**src/rtl/fetch_hazard_ctrl_pkg.sv**
```systemverilog
// Shared constants and control-bundle type for the fetch/pipeline hazard sequencer.
// State codes match the legacy FHC_* encoding used elsewhere in the core.
package fetch_hazard_ctrl_pkg;

  localparam logic [1:0] FHC_BOOT     = 2'd0;
  localparam logic [1:0] FHC_RUN      = 2'd1;
  localparam logic [1:0] FHC_REDIRECT = 2'd2;
  localparam logic [1:0] FHC_HALT     = 2'd3;

  localparam int PERF_CNT_W  = 32;
  localparam int REDIR_CNT_W = 16;
  localparam int BOOT_CNT_W  = 4;

  typedef struct packed {
    logic pc_wr_en;
    logic if_id_wr_en;
    logic if_id_flush;
    logic id_ex_wr_en;
    logic id_ex_flush;
    logic fetch_valid;
    logic halted;
  } ctrl_t;

  // Free-running pipeline: everything advances, nothing is squashed.
  function automatic ctrl_t ctrl_advance();
    ctrl_t c;
    c.pc_wr_en    = 1'b1;
    c.if_id_wr_en = 1'b1;
    c.if_id_flush = 1'b0;
    c.id_ex_wr_en = 1'b1;
    c.id_ex_flush = 1'b0;
    c.fetch_valid = 1'b1;
    c.halted      = 1'b0;
    return c;
  endfunction

  function automatic ctrl_t ctrl_squash_all();
    ctrl_t c;
    c.pc_wr_en    = 1'b0;
    c.if_id_wr_en = 1'b0;
    c.if_id_flush = 1'b1;
    c.id_ex_wr_en = 1'b0;
    c.id_ex_flush = 1'b1;
    c.fetch_valid = 1'b0;
    c.halted      = 1'b0;
    return c;
  endfunction

endpackage

```
**src/rtl/fetch_hazard_ctrl_sat_counter.sv**
```systemverilog
// Up-counter with synchronous clear; SATURATE selects sticking at all-ones versus wrapping.
module sat_counter
  #(parameter int WIDTH    = 32,
    parameter bit SATURATE = 1'b1)
  (input  logic             clk,
   input  logic             rst,
   input  logic             inc,
   input  logic             clear,
   output logic [WIDTH-1:0] count);

  logic at_max;

  assign at_max = (count == {WIDTH{1'b1}});

  always_ff @(posedge clk or negedge rst) begin
    if (!rst) begin
      count <= '0;
    end else if (clear) begin
      count <= '0;
    end else if (inc && !(SATURATE && at_max)) begin
      count <= count + 1'b1;
    end
  end

endmodule

```
**src/rtl/fetch_hazard_ctrl.sv**
```systemverilog
// Front-end sequencer: arbitrates redirects, EX stalls, load-use bubbles and halt,
// driving the fetch stage and the IF/ID, ID/EX register controls combinationally.
module fetch_hazard_ctrl
  import fetch_hazard_ctrl_pkg::*;
  #(parameter int BOOT_CYCLES = 1,
    parameter int ADDR_W      = 32)
  (input  logic                   clk,
   input  logic                   rst,
   input  logic                   branch_taken,
   input  logic [ADDR_W-1:0]      branch_target,
   input  logic                   ex_busy,
   input  logic                   load_use_hazard,
   input  logic                   halt_req,
   input  logic                   resume,
   output logic                   pc_wr_en,
   output logic                   jump_enable,
   output logic [ADDR_W-1:0]      jump_address,
   output logic                   if_id_wr_en,
   output logic                   if_id_flush,
   output logic                   id_ex_wr_en,
   output logic                   id_ex_flush,
   output logic                   fetch_valid,
   output logic                   halted,
   output logic [PERF_CNT_W-1:0]  stall_cycles,
   output logic [REDIR_CNT_W-1:0] redirect_count);

  logic [1:0]            state_q;
  logic [1:0]            state_d;
  logic [BOOT_CNT_W-1:0] boot_cnt_q;
  ctrl_t                 ctrl;
  logic                  stall_inc;
  logic                  redirect_inc;
  logic                  in_boot;

  assign in_boot = (state_q == FHC_BOOT);

  always_ff @(posedge clk or negedge rst) begin
    if (!rst) begin
      state_q <= FHC_BOOT;
    end else begin
      state_q <= state_d;
    end
  end

  always_ff @(posedge clk or negedge rst) begin
    if (!rst) begin
      boot_cnt_q <= BOOT_CNT_W'(BOOT_CYCLES);
    end else if (in_boot && boot_cnt_q != '0) begin
      boot_cnt_q <= boot_cnt_q - 1'b1;
    end
  end

  // Leave BOOT on the cycle whose decrement takes the counter to zero.
  always_comb begin
    state_d = state_q;
    case (state_q)
      FHC_BOOT: begin
        if (boot_cnt_q <= BOOT_CNT_W'(1)) state_d = FHC_RUN;
      end
      FHC_RUN: begin
        if (branch_taken)  state_d = FHC_REDIRECT;
        else if (halt_req) state_d = FHC_HALT;
      end
      FHC_REDIRECT: begin
        if (!ex_busy) state_d = FHC_RUN;
      end
      FHC_HALT: begin
        if (resume) state_d = FHC_REDIRECT;
      end
      default: state_d = FHC_BOOT;
    endcase
  end

  // RUN starts from the free-running bundle and each request overrides only what it must.
  always_comb begin
    ctrl         = ctrl_squash_all();
    jump_enable  = 1'b0;
    jump_address = '0;
    case (state_q)
      FHC_RUN: begin
        ctrl = ctrl_advance();
        if (branch_taken) begin
          jump_enable      = 1'b1;
          jump_address     = branch_target;
          ctrl.if_id_flush = 1'b1;
          ctrl.id_ex_flush = 1'b1;
        end else if (halt_req) begin
          ctrl.pc_wr_en    = 1'b0;
          ctrl.if_id_flush = 1'b1;
        end else if (ex_busy) begin
          ctrl.pc_wr_en    = 1'b0;
          ctrl.if_id_wr_en = 1'b0;
          ctrl.id_ex_wr_en = 1'b0;
        end else if (load_use_hazard) begin
          ctrl.pc_wr_en    = 1'b0;
          ctrl.if_id_wr_en = 1'b0;
          ctrl.id_ex_flush = 1'b1;
        end
      end
      FHC_REDIRECT: begin
        ctrl.id_ex_flush = 1'b0;
        if (!ex_busy) begin
          ctrl.pc_wr_en    = 1'b1;
          ctrl.id_ex_wr_en = 1'b1;
        end
      end
      FHC_HALT: begin
        ctrl.halted = 1'b1;
      end
      default: begin
        ctrl = ctrl_squash_all();
      end
    endcase
  end

  assign pc_wr_en    = ctrl.pc_wr_en;
  assign if_id_wr_en = ctrl.if_id_wr_en;
  assign if_id_flush = ctrl.if_id_flush;
  assign id_ex_wr_en = ctrl.id_ex_wr_en;
  assign id_ex_flush = ctrl.id_ex_flush;
  assign fetch_valid = ctrl.fetch_valid;
  assign halted      = ctrl.halted;

  assign stall_inc    = (state_q == FHC_RUN) && !ctrl.pc_wr_en;
  assign redirect_inc = (state_q == FHC_RUN) && branch_taken;

  sat_counter #(.WIDTH(PERF_CNT_W), .SATURATE(1'b1)) u_stall_cnt (
    .clk   (clk),
    .rst   (rst),
    .inc   (stall_inc),
    .clear (in_boot),
    .count (stall_cycles)
  );

  sat_counter #(.WIDTH(REDIR_CNT_W), .SATURATE(1'b0)) u_redirect_cnt (
    .clk   (clk),
    .rst   (rst),
    .inc   (redirect_inc),
    .clear (in_boot),
    .count (redirect_count)
  );

endmodule

```
**config.mk**
```make
export PLATFORM = sky130hd
export DESIGN_NAME = fetch_hazard_ctrl
export DESIGN_NICKNAME = d
export VERILOG_FILES = /design/src/rtl/fetch_hazard_ctrl_pkg.sv /design/src/rtl/fetch_hazard_ctrl_sat_counter.sv /design/src/rtl/fetch_hazard_ctrl.sv
export SDC_FILE = /design/constraint.sdc
export NUM_CORES = 1
export LEC_CHECK = 0
export ABC_AREA = 1
export BUFFER_PORTS_ARGS = -buffer_cell sky130_fd_sc_hd__buf_2
export CORE_AREA = 8 8 103 115
export DETAILED_ROUTE_END_ITERATION = 6
export DIE_AREA = 0 0 111 123
export GPL_ROUTABILITY_DRIVEN = 0
export PLACE_DENSITY = 0.72
export SYNTH_ARGS = -nofsm -noshare
export SYNTH_HDL_FRONTEND = slang
export SYNTH_SLANG_ARGS = --single-unit
export TNS_END_PERCENT = 5
```
**constraint.sdc**
```tcl
create_clock -name clk -period 3.63 [get_ports clk]
set_clock_uncertainty 0.15 [all_clocks]
set_input_delay 0.1815 -clock clk [delete_from_list [all_inputs] [get_ports clk]]
set_output_delay 0.1815 -clock clk [all_outputs]
set_load 0.02 [all_outputs]
```
# Word level (Yosys, flattened, before mapping)
# Cells that the tools add are included.
# classes
n_addsub	3
shifts	0
div	0
order_cmp	1
n_mux	32
bitwise	0
multipliers	0
eq_ne	8
reduce_logical	11
# ops
operator	count
$mux 32	4
$add 32x1->32 const B	1
$eq 32x32->1 const B	1
$mux 16	2
$mux 2	10
$add 16x1->16 const B	1
$mux 1	13
$pmux 2 s4	1
$eq 2x2->1 const B	2
$le 4x1->1 const B	1
$logic_and 1x1->1	4
$ne 2x2->1 const B	2
$pmux 2 s2	1
$reduce_and 4->1	1
$reduce_bool 2->1	2
$reduce_bool 4->1	1
$sub 4x1->4 const B	1
$ne 3x3->1 const B	1
$eq 2x1->1 const B	1
$logic_not 1->1	2
$logic_not 2->1	1
$ne 2x1->1 const B	1
$pmux 1 s2	1
# word_totals
input_bits	39
word_cells	59
ram_bits	0
romBits	0
latch_bits	0
output_inout_bits	88
ff_bits	54
memories	0

# Logic depth before layout (Yosys ltp)
# logic_depth
word_depth	10
ltp_mapped	12
ltp_nobuf	12

# By module
# Synthesis repeated with hierarchy kept, for this count alone.
# unflattened
cells_unflattened	620
hier_area_um2	3953.8
# by_module_without_submodules
mod	instances	seq_area_each_um2	cells_each	area_each_um2
sat_counter at u_stall_cnt	1	800.8	350	2242.2
sat_counter at u_redirect_cnt	1	400.4	129	923.4
fetch_hazard_ctrl	1	151.4	141	788.3

# Worst setup path before layout
# Ideal clock, no wire load.
# synth_path
path_type	register -> register
start	register state_q[1]
end	register u_stall_cnt.count[6]
setup_ns	0.118
arrival_time_ns	1.779
path_slack_ns	1.583
required_time_ns	3.362
path_buffers	2
period_less_slack_ns	2.047
stages_incl_launch_ff	13
path_cell_list	dfrtp_1 -> inv_1 -> ha_1 -> nand2_2 -> inv_2 -> nor2_1 -> nand2_1 -> a21oi_4 -> nand2_4 -> buf_8 -> buf_12 -> nand3_1 -> nand2_1
# synth_via
elab_chain_cells	6
elab_cells_between_ends	9
classes_between	eq/ne (2); mux (2); reduce/logical (5)
# synth_lines
element	line	rtl
from (decl)	fetch_hazard_ctrl.sv:27	logic [1:0] state_q;
from (signal assigned)	fetch_hazard_ctrl.sv:41	state_q <= state_d;
$eq 2x2->1 or $eq 2x1->1 (tied branches)	fetch_hazard_ctrl.sv:79, fetch_hazard_ctrl.sv:124	
$pmux 1 s2	fetch_hazard_ctrl.sv:79	case (state_q)
$logic_not 1->1	fetch_hazard_ctrl.sv:124	assign stall_inc = (state_q == FHC_RUN) && !ctrl.pc_wr_en;
$logic_and 1x1->1	fetch_hazard_ctrl.sv:124	
$logic_and 1x1->1	fetch_hazard_ctrl_sat_counter.sv:20	end else if (inc && !(SATURATE && at_max)) begin
$reduce_bool 2->1 (no source line)	--	
to (signal assigned)	fetch_hazard_ctrl_sat_counter.sv:21	count <= count + 1'b1;
to (decl)	fetch_hazard_ctrl_sat_counter.sv:9	output logic [WIDTH-1:0] count);
# Parallel ways exist; a longest one is shown, timed or not.
# A chain may end at the register's enable or synchronous reset.

# Final worst setup path
# layout_path
start	register state_q[0]
end	register u_stall_cnt.count[29]
# The elaborated chain is that of the path after synthesis.

==> results.py <==
metrics = {
    "status": {
        "outcome": "complete, no violations",
    },
    "clock_tree": {
        "cts_buffer_depth": 2,
        "clock-sinks": 54,
        "cts_buffers": 5,
        "cts_resized": 0,
        "htree_levels": 2,
        "cts_setup_buffers": 0,
        "clkTransAtPathRegs_ps": 70,
        "cts-root-buf": "clkbuf_16",
        "clk_latency_ps": 300,
        "cts_tree": "built",
    },
    "die": {
        "rows": 39,
        "dieArea_um2": 13650,
        "io_pins": 127,
        "core_region_area_um2": 10000,
        "die_height_um": 123,
        "chipWidth_um": 111,
        "initial_core_util_pct": 38.57,
    },
    "sta": {
        "min_period_over_period_pct": 66.74,
        "max_slew_margin_pct": 56.79,
        "max_freq_ghz": 0.4128,
        "fin_crit_ps": 2423,
        "tightest_slew_ps": 647.5,
        "drv_slew": 0,
        "finalHoldViolCount": 0,
        "tns_ps": 0,
        "rsz0062_at_grt": "no",
        "setup_viol": 0,
    },
    "pwr": {
        "total_power_w": 0.002358,
        "ir_worst_vdd_v": 0.0003260,
        "powerDensity_nw_per_um2": 494.4,
        "leakagePower_nw": 2.520,
    },
    "detailed_routing": {
        "num_vias": 4066,
        "wl_um": 11670,
        "drt-initial-drc-count": 182,
        "drc": 0,
        "viasPerCell": 4.864,
        "wl_per_cell_um": 13.96,
        "firstDrtPassIters": 4,
        "ant_nets": 0,
    },
    "min_path": {
        "min_from": "branch_taken",
        "hp-class": "in2reg",
    },
    "layout": {
        "drive_gt1_share_pct": 22.58,
        "fin_cells": 836,
        "antenna_cells": 0,
        "area_growth_pct": 23.64,
        "fin_nets": 760,
    },
    "yosys": {
        "yosysTopAreaCell": "dfrtp_1",
        "synthSimpleGateAreaFrac_pct": 38.91,
        "synth_edf_count": 0,
        "synthDominantCellAreaShare_pct": 34.37,
        "postSynthCellCount": 590,
        "ys_ff_latch": 54,
        "muxShareOfSynthArea_pct": 0.2594,
        "synth.area.top_cells": "dfrtp_1 34%, nand2_1 15%, nor2_1 11%",
        "yosys_warnings": 0,
        "synth_ff_type": "dfrtp_1",
        "synth_area_um2": 3859,
        "synth-compound-area-share_pct": 7.912,
        "synth_cell_types": 38,
        "synth_top_family_by_area": "simple AND/OR/NAND/NOR gates",
        "yosysMostFrequentCell": "nand2_1",
        "yosysSeqAreaShare_pct": 35.05,
        "syn_nets": 638,
        "synthXorXnorAreaFrac_pct": 3.632,
        "synth.avg_cell_area_um2": 6.540,
        "synth.top_cells.by_count": "157 x nand2_1, 116 x nor2_1, 85 x inv_1",
        "async_flop_share_pct": 100.0,
        "synthAdderAreaFrac_pct": 2.918,
    },
    "critical_path": {
        "worstSetupStartpoint": "state_q[0]",
        "worstPathRequired_ps": 3680,
        "cp-start-kind": "flop",
        "cp-end-kind": "flop",
        "cp_num_buf_inv": 3,
        "cp_slowest_cell": "nand3_2",
        "crit_top_cell": "inv_1",
        "critPathKind": "reg2reg",
        "cp.arrival_ps": 2480,
        "r2r_start": "state_q[0]",
        "crit_path_max_fanout": 19,
        "path_cells": "inv_1 -> ha_1 -> buf_4 -> inv_1 -> nand3_2 -> o21ai_0",
        "max_stage_delay_ps": 510,
        "path_delay_family": "buffers and inverters",
    },
    "flow_run": {
        "max_cap_viol_count": 0,
    },
    "place": {
        "numPortBuffers": 126,
        "hpwlAfterDp_um": 9244,
        "dp.cells": 827,
    },
    "grt": {
        "first_global_vias": 3947,
        "grt_max_degree": 40,
        "antenna_found_initial": 0,
        "grt_pass1_wl_um": 19030,
        "grt_overflow_total": 0,
        "gr-usage-all-layers_pct": 16.99,
    },
}
==> area by class of cell <==
type | count | area [µm²]
Timing Repair Buffer | 131 | 670.6
Clock inverter | 3 | 68.82
Clock buffer | 5 | 125.1
Sequential cell | 54 | 1353
Fill cell | 1017 | 5233
Multi-Input combinational cell | 432 | 2069
Tap cell | 123 | 153.9
Inverter | 88 | 330.3
==> repair_timing <==
item	4_1_cts	5_1_grt
hold buffers	1	0
endpoints found under the hold margin	26	0
setup endpoints to repair	0	0
==> state kept, by name, indices dropped and copies added (netlist names) <==
signal                flops
u_stall_cnt.count        32
boot_cnt_q                4
u_redirect_cnt.count     16
state_q                   2
==> kinds of logic (layout without fill, tap and decap cells) <==
kind of cell,after synthesis,count (layout)
fa+ha+maj,9,9
mux,1,1
xor+xnor,16,16
compound gates,55,55
flops,54,54
buf+inv,104,227
simple gates,351,351
==> stage by stage <==
step	hold slack [ps]	worst slack (ps)	util (%)	area, µm²
after detailed placement	90.69	1165	45.65	4567
after CTS	176.1	1164	47.69	4771
after global placement	78.66	1284	45.65	4567
final	180.7	1207	47.69	4771
after floorplan	-264.1	1583	-	3859
after global routing	212.5	938.5	47.69	4771
==> report_power, final <==
group	leakage (nW)	total, W	internal (W)	switching (W)
sequential	0.740	0.000700	0.000647	0.0000532
combinational	1.69	0.00103	0.000271	0.000761
clock	0.0940	0.000626	0.000397	0.000229
==> worst paths after layout <==
| kind | endpoint | slack, ps | cells past startpoint |
|---|---|---|---|
| min | u_redirect_cnt.count[14] | 180 | 5 |
| min in group asynchronous | u_stall_cnt.count[19] | 280 | 2 |
| min reg2reg | boot_cnt_q[3] | 320 | 1 |
| max reg2reg | u_stall_cnt.count[29] | 1210 | 6 |
| max in group asynchronous | boot_cnt_q[0] | 2200 | 3 |
| max | u_stall_cnt.count[29] | 1210 | 6 |
==> worst reg2reg max path, delay by kind of cell (launching register included) <==
family          cells  cell delay (ps)
fa+ha+maj           1              190
compound gates      1              330
flops               1              380
buf+inv             3              780
simple gates        1              510
==> per-layer routing <==
| metal | part of all wire, % | wire length [µm] | vias up | track usage [%] |
|---|---|---|---|---|
| met3 | 9.4 | 1102 | 17 | 5.919 |
| met5 | 0 | 0 | - | 0 |
| met1 | 41 | 4836 | 1811 | 19.17 |
| met2 | 46 | 5401 | 173 | 29.08 |
| met4 | 2.9 | 333 | 0 | 6.678 |
| li1 | - | - | 2065 | - |
==> cell usage in the layout, fill, tap and decap left out, drive strengths merged, types with 2 or more instances in the layout <==
| cell type | instances |
|---|---|
| a211oi | 3 |
| a21oi | 16 |
| buf | 130 |
| bufinv | 2 |
| clkbuf | 5 |
| dfrtp | 53 |
| ha | 9 |
| inv | 88 |
| nand2 | 162 |
| nand3 | 54 |
| nand4 | 4 |
| nor2 | 122 |
| nor3 | 7 |
| o21ai | 31 |
| o21bai | 2 |
| xnor2 | 8 |
| xor2 | 8 |
Power figures use the tool's default switching activity.
